--- src/rtl/uart_led_cmd_ctrl.sv ---
// rtl/uart_led_cmd_ctrl.sv - UART command frame parser committing LED period/control words
// Frame: 55 A5 ADDR D3 D2 D1 D0 CTRL F0; repeated headers resync, stalled frames time out.
module uart_led_cmd_ctrl #(
   parameter logic [7:0]  DEV_ADDR     = 8'h01,
   parameter int          TIMEOUT_CYC  = 1_000_000,
   parameter logic [31:0] TIME_DEFAULT = 32'd24_999_999
) (
   input  logic        Clk,
   input  logic        Reset,
   input  logic [7:0]  Rx_Data,
   input  logic        Rx_Done,
   output logic [31:0] Time_Set,
   output logic [7:0]  Ctrl_Set,
   output logic        Cfg_Valid,
   output logic        Frame_Err,
   output logic        Busy
);

   localparam int CNT_W = (TIMEOUT_CYC > 2) ? $clog2(TIMEOUT_CYC) : 1;
   localparam logic [CNT_W-1:0] TMO_LAST = CNT_W'(TIMEOUT_CYC - 1);

   typedef enum logic [3:0] {
      S_IDLE, S_HDR2, S_ADDR, S_D3, S_D2, S_D1, S_D0, S_CTRL, S_TAIL
   } state_t;

   state_t           state, state_next;
   logic [CNT_W-1:0] tmo_cnt;
   logic [7:0]       shadow_addr;
   logic [31:0]      shadow_data;
   logic [7:0]       shadow_ctrl;
   logic             tail_err;
   logic             timeout_hit;
   logic             addr_match;
   logic             tail_ok;

   // A byte arriving on the expiry cycle takes priority over the timeout.
   assign timeout_hit = (state != S_IDLE) && (tmo_cnt == TMO_LAST) && !Rx_Done;
   assign addr_match  = (shadow_addr == DEV_ADDR) || (shadow_addr == 8'hFF);
   assign tail_ok     = (Rx_Data == 8'hF0);

   always_ff @(posedge Clk) begin
      if (Reset) begin
         state <= S_IDLE;
      end else begin
         state <= state_next;
      end
   end

   always_comb begin
      state_next = state;
      if (Rx_Done) begin
         unique case (state)
            S_IDLE:  state_next = (Rx_Data == 8'h55) ? S_HDR2 : S_IDLE;
            S_HDR2: begin
               if (Rx_Data == 8'hA5)      state_next = S_ADDR;
               else if (Rx_Data == 8'h55) state_next = S_HDR2;
               else                       state_next = S_IDLE;
            end
            S_ADDR:  state_next = S_D3;
            S_D3:    state_next = S_D2;
            S_D2:    state_next = S_D1;
            S_D1:    state_next = S_D0;
            S_D0:    state_next = S_CTRL;
            S_CTRL:  state_next = S_TAIL;
            S_TAIL:  state_next = S_IDLE;
            default: state_next = S_IDLE;
         endcase
      end else if (timeout_hit) begin
         state_next = S_IDLE;
      end
   end

   always_comb begin
      Busy      = (state != S_IDLE);
      Frame_Err = tail_err | timeout_hit;
   end

   always_ff @(posedge Clk) begin
      if (Reset || state == S_IDLE || Rx_Done || timeout_hit) begin
         tmo_cnt <= '0;
      end else begin
         tmo_cnt <= tmo_cnt + CNT_W'(1);
      end
   end

   always_ff @(posedge Clk) begin
      if (Reset) begin
         shadow_addr <= '0;
         shadow_data <= '0;
         shadow_ctrl <= '0;
         Time_Set    <= TIME_DEFAULT;
         Ctrl_Set    <= '0;
         Cfg_Valid   <= 1'b0;
         tail_err    <= 1'b0;
      end else begin
         Cfg_Valid <= 1'b0;
         tail_err  <= 1'b0;
         if (Rx_Done) begin
            unique case (state)
               S_ADDR: shadow_addr        <= Rx_Data;
               S_D3:   shadow_data[31:24] <= Rx_Data;
               S_D2:   shadow_data[23:16] <= Rx_Data;
               S_D1:   shadow_data[15:8]  <= Rx_Data;
               S_D0:   shadow_data[7:0]   <= Rx_Data;
               S_CTRL: shadow_ctrl        <= Rx_Data;
               S_TAIL: begin
                  if (!tail_ok) begin
                     tail_err <= 1'b1;
                  end else if (addr_match) begin
                     Time_Set  <= shadow_data;
                     Ctrl_Set  <= shadow_ctrl;
                     Cfg_Valid <= 1'b1;
                  end
               end
               default: ;
            endcase
         end
      end
   end

endmodule

--- config.mk ---
export PLATFORM = sky130hd
export DESIGN_NAME = uart_led_cmd_ctrl
export DESIGN_NICKNAME = d
export VERILOG_FILES = /design/src/rtl/uart_led_cmd_ctrl.sv
export SDC_FILE = /design/constraint.sdc
export NUM_CORES = 1
export LEC_CHECK = 0
export ABC_AREA = 1
export BUFFER_PORTS_ARGS = -buffer_cell sky130_fd_sc_hd__buf_4
export CORE_ASPECT_RATIO = 1.75
export CORE_MARGIN = 4
export CORE_UTILIZATION = 60
export CTS_BUF_LIST = sky130_fd_sc_hd__clkbuf_4 sky130_fd_sc_hd__clkbuf_8
export DETAILED_ROUTE_END_ITERATION = 8
export PLACE_DENSITY = 0.89
export SLEW_MARGIN = 5
export SYNTH_ARGS = -nofsm -noshare
export SYNTH_HDL_FRONTEND = slang
export SYNTH_SLANG_ARGS = --single-unit
export TNS_END_PERCENT = 10
--- constraint.sdc ---
create_clock -name Clk -period 1.8 [get_ports Clk]
set_clock_uncertainty 0.1 [all_clocks]
set_input_delay 0.36 -clock Clk [delete_from_list [all_inputs] [get_ports Clk]]
set_output_delay 0.36 -clock Clk [all_outputs]
set_load 0.02 [all_outputs]
Word-level counts from Yosys, hierarchy flattened --
Index checks and enable logic that the tools add are counted.
Word-level totals: register bits 114, output and inout port bits 43, logic and storage cells 57
Operators by class: add/subtract/negate cells 1, eq/ne operators 14, mux-type cells 7, bitwise gates (word level) 4, reduce and logical (&&, ||, !) cells 19
Operator list (count):
- case mux 4 bit (8 select lines) | 1
- equality test 8 bit (second input constant) | 3
- adder 20 x 1 -> 20 bit (second input constant) | 1
- equality test 20 bit (second input constant) | 1
- equality test 4 x 3 -> 1 bit (second input constant) | 4
- AND reduction 2 bit | 6
- equality test 4 x 2 -> 1 bit (second input constant) | 2
- equality test 8 x 1 -> 1 bit (second input constant) | 1
- equality test 8 x 7 -> 1 bit (second input constant) | 1
- two-way mux 4 bit | 2
- equality test 4 x 1 -> 1 bit (second input constant) | 1
- equality test 4 bit (second input constant) | 1
- zero test 4 bit | 1
- logical OR 1 bit | 4
- AND reduction 4 bit | 1
- nonzero test 4 bit | 1
- OR reduction 4 bit | 1
- two-way mux 1 bit | 3
- inverter 1 bit | 3
- OR reduction 3 bit | 1
- logical AND 1 bit | 2
- two-way mux 2 bit | 1
- nonzero test 2 bit | 1
- zero test 1 bit | 1
- bitwise OR 1 bit | 1

Depth between registers and ports, before layout --
Gate-level depths: netlist of run 1.
word-level depth 5, mapped depth 11, depth with buffers taken out 10

Worst setup path after synthesis of run 1 --
No wires, ideal clock.
path kind flip-flop to output port, start register tmo_cnt[0], end output port Frame_Err, arrival 1.413 ns, data required time 1.340 ns, path slack -0.073 ns, cell stages (with the launch flop) 6, buffers on the path 0, cells stage by stage dfxtp_1 -> ha_1 -> nand3_1 -> nor3_1 -> nand3_1 -> o21bai_1
On the way: cells in the longest elaborated chain, start to end 4
Ends and longest elaborated chain:
- from (decl) | line 27 | logic [CNT_W-1:0] tmo_cnt;
- from (signal assigned) | line 82 | tmo_cnt <= tmo_cnt + CNT_W'(1);
- equality test 20 bit | line 37 | assign timeout_hit = (state != S_IDLE) && (tmo_cnt == TMO_LAST) && !Rx_Done;
- logical AND 1 bit (2 in series) | line 37
- bitwise OR 1 bit | line 75 | Frame_Err = tail_err | timeout_hit;
- to (decl) | line 15 | output logic Frame_Err,
No other way between the ends.

Worst setup path in the final report of run 1 --
start register tmo_cnt[9], end output port Frame_Err
Same word-level chain as after synthesis.

==> summary.md, run 1 <==
| Metric | Value |
|---|---|
| Status | `complete, but fails checks` |
| Failing checks | `negative setup slack` |
| Fmax | `476.4 MHz` |
| Post-synth EDFFs | `0` |
| Synth area leaders | `dfxtp_1 49%, nor2_1 10%, nand2_1 8.4%` |
| Net Count, Synth | `646` |
| Worst setup path category | `reg -> out` |
| Final Hold Vio Count | `0` |
| Clock sinks | `114` |
| WHS Endpoint | `state[1]` |
| CTS clk-pin slew, worst paths | `70 ps` |
| Area added between synthesis and finish | `25.53%` |
| Synth area leader | `dfxtp_1` |
| # fillers | `542` |
| Fin worst setup slack | `-299.0 ps` |
| Hold path depth | `2` |
| Nets | `720` |
| H-tree levels | `4` |
| Worst Min Path Start | `Reset` |
| Die Wd | `74.87 um` |
| DP Area | `5293 sq um` |
| Diode count | `0` |
| Final GP Congestion | `0.9503` |
| Commonest cells in the netlist | `129 x nor2_1, 114 x dfxtp_1, 105 x nand2_1, 59 x inv_1, 53 x o21ai_0` |
| Worst skew pair latency | `430 ps` |
| Post-synthesis simple-gate area fraction | `0.2977` |
| Die Height | `125.0 um` |
| Reg2Reg Setup Slack | `50 ps` |
| CTS Hold Bufs | `0` |
| Sum of negative setup slack | `-299.0 ps` |
| Largest net degree at the start of global routing | `77` |
| First-pass GRT wire length | `19.98 mm` |
| DR pass1 iterations | `5` |
| Post-synthesis sequential area ratio | `0.4861` |
| Row cnt | `42` |
| Cell variety after synth | `30` |
| Fin area | `5893 sq um` |
| Total gr overflow | `0` |
| Syn_area_per_cell | `7.405 sq um` |
| Area of the die | `9359 sq um` |
| Core ar. | `7620 sq um` |
| Final antenna-violating net count | `0` |
| Gate Count Post-Synth | `634` |
| Max_cap viols | `0` |
| Residual DRC | `0` |
| Initial core utilization | `0.6161` |
| Pwr/cell area | `901.3 nW/um^2` |
| PortBufs | `53` |
| Least-Margin Pin Slew | `292.2 ps` |
| R2R Path Start | `tmo_cnt[0]` |
| Mux cell area share after synthesis | `0` |
| Crit path time final | `2099 ps` |
| XOR/XNOR Fraction of Synth Area | `0.02799` |
| Pre-CTS setup slack | `35.33 ps` |
| WL/cell | `15.29 um` |
| Reg-to-Reg End | `tmo_cnt[17]` |
| Largest family of logic cells by synthesized area | `simple AND/OR/NAND/NOR gates` |
| Synth Area in Compound Gates | `0.1007` |
| Final period util | `1.166` |
| Share of cells above drive strength 1 | `0.2122` |
| TritonCTS clock tree | `built` |
| Maximum VDD drop | `0.8446 mV` |
| Worst Reg2Reg Path Length in Cells | `9` |
| Drt initial violations | `295` |
| Maximum root-to-sink buffer count | `2` |
| Final Max Slew Viols | `0` |
| Drt via density | `5.462` |
| Crit-path max FO | `3` |
| Mapped Area | `4695 sq um` |
| Slew HR | `0.8039` |
| Most common cell in the synthesized netlist | `nor2_1` |
| Placed cells | `770` |
| Crit path required time | `1340 ps` |
| Adder-cell share of the synthesized area | `0.002665` |
| Top cell type's share of synthesized area | `0.4861` |
| RSZ-0062 raised after global routing | `true` |
| Initial antenna violation count | `0` |
| Final WL | `12.37 mm` |
| Hold crit path type | `in -> reg` |
| IO Pins | `54` |
| CP endpoint kind | `output pin` |
| Number of buffers created by CTS | `17` |
| Async set or reset register ratio after synthesis | `0` |
| Leak | `0.002470 uW` |
| Number of global-route vias before repair | `4381` |
| Synth Flop Type | `dfxtp_1` |
| CP arrival | `1640 ps` |
| CTS root buf | `clkbuf_8` |
| CP Launch Type | `flip-flop` |
| Total vias in the final route | `4419` |
| Post-Layout Cell Count | `809` |
| Final setup viols | `1` |
| DPL Wire Length | `8.198 mm` |
| Ys Warns | `0` |
| Yosys reg bits | `114` |
| GRT Util Overall | `0.2785` |
-- area by class of cell --
| type | instances | area [sq um] | area share |
|---|---|---|---|
| Clock buffer | 22 | 290.3 | 0.04926 |
| Clock inverter | 10 | 155.1 | 0.02633 |
| Timing Repair Buffer | 84 | 709.4 | 0.1204 |
| Multi-Input combinational cell | 430 | 2107 | 0.3575 |
| Inverter | 61 | 229.0 | 0.03885 |
| Tap cell | 88 | 110.1 | 0.01868 |
| Sequential cell | 114 | 2292 | 0.3890 |
-- registers in the layout, indices dropped and copies added (netlist names) --
register	cells
shadow_ctrl	8
shadow_data	32
Ctrl_Set	8
shadow_addr	8
state	4
Time_Set	32
tail_err	1
tmo_cnt	20
Cfg_Valid	1
-- kinds of logic after synthesis --
group | Yosys count
AO/OA/AOI/OAI | 94
XOR/XNOR | 15
adder cells (fa/ha/maj) | 1
buffers and inverters | 90
flip-flops | 114
AND/OR/NAND/NOR | 320
-- routing by layer --
metal	vias to the layer above	part of all wire	wire length (um)	track usage
met5	-	0	0	0
met4	0	0.041	507	0.1478
met3	44	0.051	636	0.08434
met2	145	0.55	6845	0.4954
met1	2066	0.35	4380	0.2743
li1	2164	-	-	-
-- stage by stage --
stage	power, uW	utilization	hold slack (ps)
after detailed placement	2700	0.6946	345.0
after global placement	2700	0.6946	341.4
after global routing	5465	0.7734	46.09
after CTS	5334	0.7663	42.20
final	5311	0.7734	53.55
after floorplan	2648	-	317.5
-- critical path: stages, from the launching register on --
cell and delay (ps):
dfxtp_2 350, inv_2 50, nor2_2 120, nand3_2 100, nor2_4 150, nand3_2 140
o21bai_4 160, buf_6 130
-- power by group --
part	switching, uW	total [uW]	leakage [uW]	internal, uW
Combinational	84.7	125	0.00132	40.5
Clock	1020	2660	0.000225	1640
Sequential	0.0304	2520	0.000923	2520
Total	1110	5310	0.00247	4200
-- cell usage in the layout (no fill, tap or decap), types with 4 or more instances in the layout --
master	Yosys	layout
inv_2	1	5
clkbuf_8	0	20
clkinv_2	0	4
nand3_1	44	41
nand3b_1	18	18
nand2_1	105	103
xor2_1	10	10
o21ai_0	53	53
nor3_1	8	7
inv_1	59	56
nor2_1	129	122
xnor2_1	5	5
dfxtp_2	0	8
a21oi_1	39	39
nor2_2	3	8
dfxtp_1	114	106
bufinv_16	0	4
buf_12	0	6
nand4_1	7	7
buf_4	2	77
-- worst max path at each step --
stage                           from   endpoint  slack, ps  cells after the start
after CTS                 tmo_cnt[1]  Frame_Err       -290                      6
after floorplan           tmo_cnt[0]  Frame_Err         30                      5
after detailed placement  tmo_cnt[0]  Frame_Err         40                      6
final                     tmo_cnt[9]  Frame_Err       -300                      7
after global placement    tmo_cnt[0]  Frame_Err         90                      6
after global routing      tmo_cnt[0]  Frame_Err       -390                      6
-- timing repair --
item                       in CTS  in global routing
resized for setup              17                 16
setup endpoints to repair       2                  7
pin swaps                       4                  8
setup buffers                   4                  3
(Power assumes the default switching activity.)
==> run 2, diff against run 1 <==
Settings changed: ABC_AREA 1 to not set, PLACE_DENSITY 0.89 to 0.88.
==> run 2 against run 1 <==
Effect of this change: the run still ends with negative setup slack left; non-clock buffer count rose by 25; count of clock-buffer cells in the layout did not move; critical path depth fell by 1; sequential power barely moved.
==> summary.md, run 2 <==
| Metric | Value |
|---|---|
| GRT Max-Usage Layer | `met2` |
| Slew HR | `0.6851` |
| First-pass GRT wire length | `21.49 mm` |
| Area added between synthesis and finish | `26.71%` |
| Die Height | `127.8 um` |
| CP endpoint kind | `output pin` |
| Final Max Slew Viols | `0` |
| Reg2Reg Setup Slack | `-300 ps` |
| CTS root buf | `clkbuf_8` |
| Residual DRC | `0` |
| Row cnt | `43` |
| Most frequent cells in the layout | `110 x dfxtp_1, 95 x buf_4, 90 x nor2_1` |
| GRT met2 Usage | `0.5288` |
| Core ar. | `7963 sq um` |
| Max_cap viols | `0` |
| Crit-path max FO | `2` |
| Async set or reset register ratio after synthesis | `0` |
| Final setup viols | `54` |
| DPL Wire Length | `7.681 mm` |
| GRT Util Overall | `0.2845` |
| H-tree levels | `4` |
| CP Launch Type | `flip-flop` |
| Mapped Area | `4918 sq um` |
| Internal Pwr Total | `4016 uW` |
| Maximum VDD drop | `0.5544 mV` |
| Number of buffers created by CTS | `17` |
| CTS clk-pin slew, worst paths | `60 ps` |
| Drt initial violations | `256` |
| Nets | `604` |
| Crit path required time | `1340 ps` |
| Hold crit path type | `in -> reg` |
| Initial antenna violation count | `0` |
| Most common cell after layout, fill and taps aside | `dfxtp_1` |
| Failing checks | `negative setup slack` |
| CP arrival | `1880 ps` |
| Gate Count Post-Synth | `499` |
| Clk pwr share | `0.474` |
| Maximum root-to-sink buffer count | `2` |
| Final period util | `1.299` |
| Most common cell in the synthesized netlist | `dfxtp_1` |
| Fin worst setup slack | `-539.0 ps` |
| Ys Warns | `0` |
| IO Pins | `54` |
| Sequential power share | `0.495` |
| Sum of negative setup slack | `-10090 ps` |
| Die Wd | `76.44 um` |
| WL/cell | `19.67 um` |
| Logic pwr share | `0.031` |
| # fillers | `456` |
| TritonCTS clock tree | `built` |
| Worst skew pair latency | `440 ps` |
| Cell variety after synth | `45` |
| Net Count, Synth | `511` |
| Syn_area_per_cell | `9.857 sq um` |
| DR pass1 iterations | `5` |
| Post-synthesis sequential area ratio | `0.4640` |
| Largest registers | `Time_Set (32), shadow_data (32), tmo_cnt (20)` |
| GR Util met3 | `0.06681` |
| Switching power | `1075 uW` |
| Drt via density | `5.916` |
| Commonest cells in the netlist | `114 x dfxtp_1, 91 x mux2i_1, 90 x nor2_1, 48 x nand2b_1, 22 x nor3_1` |
| Crit path time final | `2339 ps` |
| Sw frac | `0.2112` |
| Post-Layout Cell Count | `692` |
| PortBufs | `53` |
| Number of global-route vias before repair | `4241` |
| Final WL | `13.61 mm` |
| Final Hold Vio Count | `0` |
| Final GP Congestion | `0.8755` |
| Largest net degree at the start of global routing | `109` |
| Status | `complete, but fails checks` |
| CTS Hold Bufs | `0` |
| Total design power | `5091 uW` |
| Area of the die | `9767 sq um` |
| Clock sinks | `114` |
| Placed cells | `655` |
| Synth Flop Type | `dfxtp_1` |
| Share of cells above drive strength 1 | `0.2774` |
| Synth area leader | `dfxtp_1` |
| Post-synth EDFFs | `0` |
| Final antenna-violating net count | `0` |
| GRT met1 Usage | `0.2804` |
| Worst setup path category | `reg -> out` |
| Top cell type's share of synthesized area | `0.4640` |
| Initial core utilization | `0.6177` |
| Total gr overflow | `0` |
| Diode count | `0` |
| RSZ-0062 raised after global routing | `true` |
| Pwr/cell area | `816.9 nW/um^2` |
| Total vias in the final route | `4094` |
| Yosys reg bits | `114` |
| Fmax | `427.5 MHz` |
| Leak | `0.002332 uW` |
| Synth area leaders | `dfxtp_1 46%, mux2i_1 19%, nor2_1 6.9%` |
| Least-Margin Pin Slew | `466.0 ps` |
[run 2: cell count changes in the layout (fill, tap and decap cells not counted), sizes merged, moves of 17 or more]
cell,previous run,this run
a21oi,39,3
buf,84,107
inv,61,4
mux2i,0,91
nand2,107,13
nand2b,0,48
nand3,45,9
nand3b,18,1
nor2,133,91
nor3,8,26
o21ai,54,2
[run 2: timing repair]
action | in CTS | in global routing
setup buffers | 3 | 2
endpoints found under the setup margin | 75 | 73
cloned | 3 | 0
pin swaps | 4 | 2
gates resized for setup | 9 | 9
[run 2: power groups by stage]
stage               clock, uW  combinational (uW)  sequential, uW
floorplan                   0                85.0            2580
global placement            0                 146            2580
detailed placement          0                 147            2580
CTS                      2420                 150            2520
global route             2540                 165            2520
finish                   2410                 158            2520
[run 2: layout make-up]
cell class / instances / area, sq um / area share
well taps: 90 / 112.6 / 0.01807
repair buffers: 109 / 977.2 / 0.1568
clock inverters: 7 / 110.1 / 0.01767
inverters: 4 / 15.01 / 0.002409
clock buffers: 22 / 277.8 / 0.04457
multi-input cells: 346 / 2452 / 0.3935
flip-flops and latches: 114 / 2287 / 0.3670
[run 2: critical path: stages, from the launching register on]
cell     delay (ps)
dfxtp_2         350
ha_4            150
nand4_4         110
or4_4           440
nor3_4          130
a21o_1          150
buf_6           110
[run 2: worst paths after layout]
path,end,depth (start not counted),startpoint
setup / recovery,Frame_Err,6,tmo_cnt[1]
hold / removal,state[0],4,Rx_Done
setup reg to reg,Time_Set[15],5,shadow_addr[3]
hold reg to reg,Time_Set[27],2,Time_Set[27]
[run 2: through the flow]
step | hold slack (ps) | setup slack [ps] | utilization | area, sq um
after floorplan | 348.6 | -212.7 | - | 4942
after global placement | 358.4 | -99.25 | 0.7095 | 5649
after detailed placement | 364.9 | -136.4 | 0.7095 | 5649
after CTS | 203.4 | -563.1 | 0.7778 | 6193
after global routing | 206.5 | -627.3 | 0.7827 | 6232
final | 214.8 | -539.0 | 0.7827 | 6232
[run 2: cell families after synthesis]
family,Yosys count,share of synthesized area
AND/OR/NAND/NOR,226,0.2529
AO/OA/AOI/OAI,12,0.01755
XOR/XNOR,16,0.02849
adder cells (fa/ha/maj),1,0.002543
multiplexers,91,0.1852
flip-flops,114,0.4640
buffers and inverters,39,0.04935
[run 2: layer usage]
layer / routed length, um / share of wire / vias to the layer above
met4: 654 / 0.048 / 0
met5: 0 / 0 / -
met3: 627 / 0.046 / 57
met1: 4968 / 0.36 / 2007
met2: 7362 / 0.54 / 149
li1: - / - / 1881
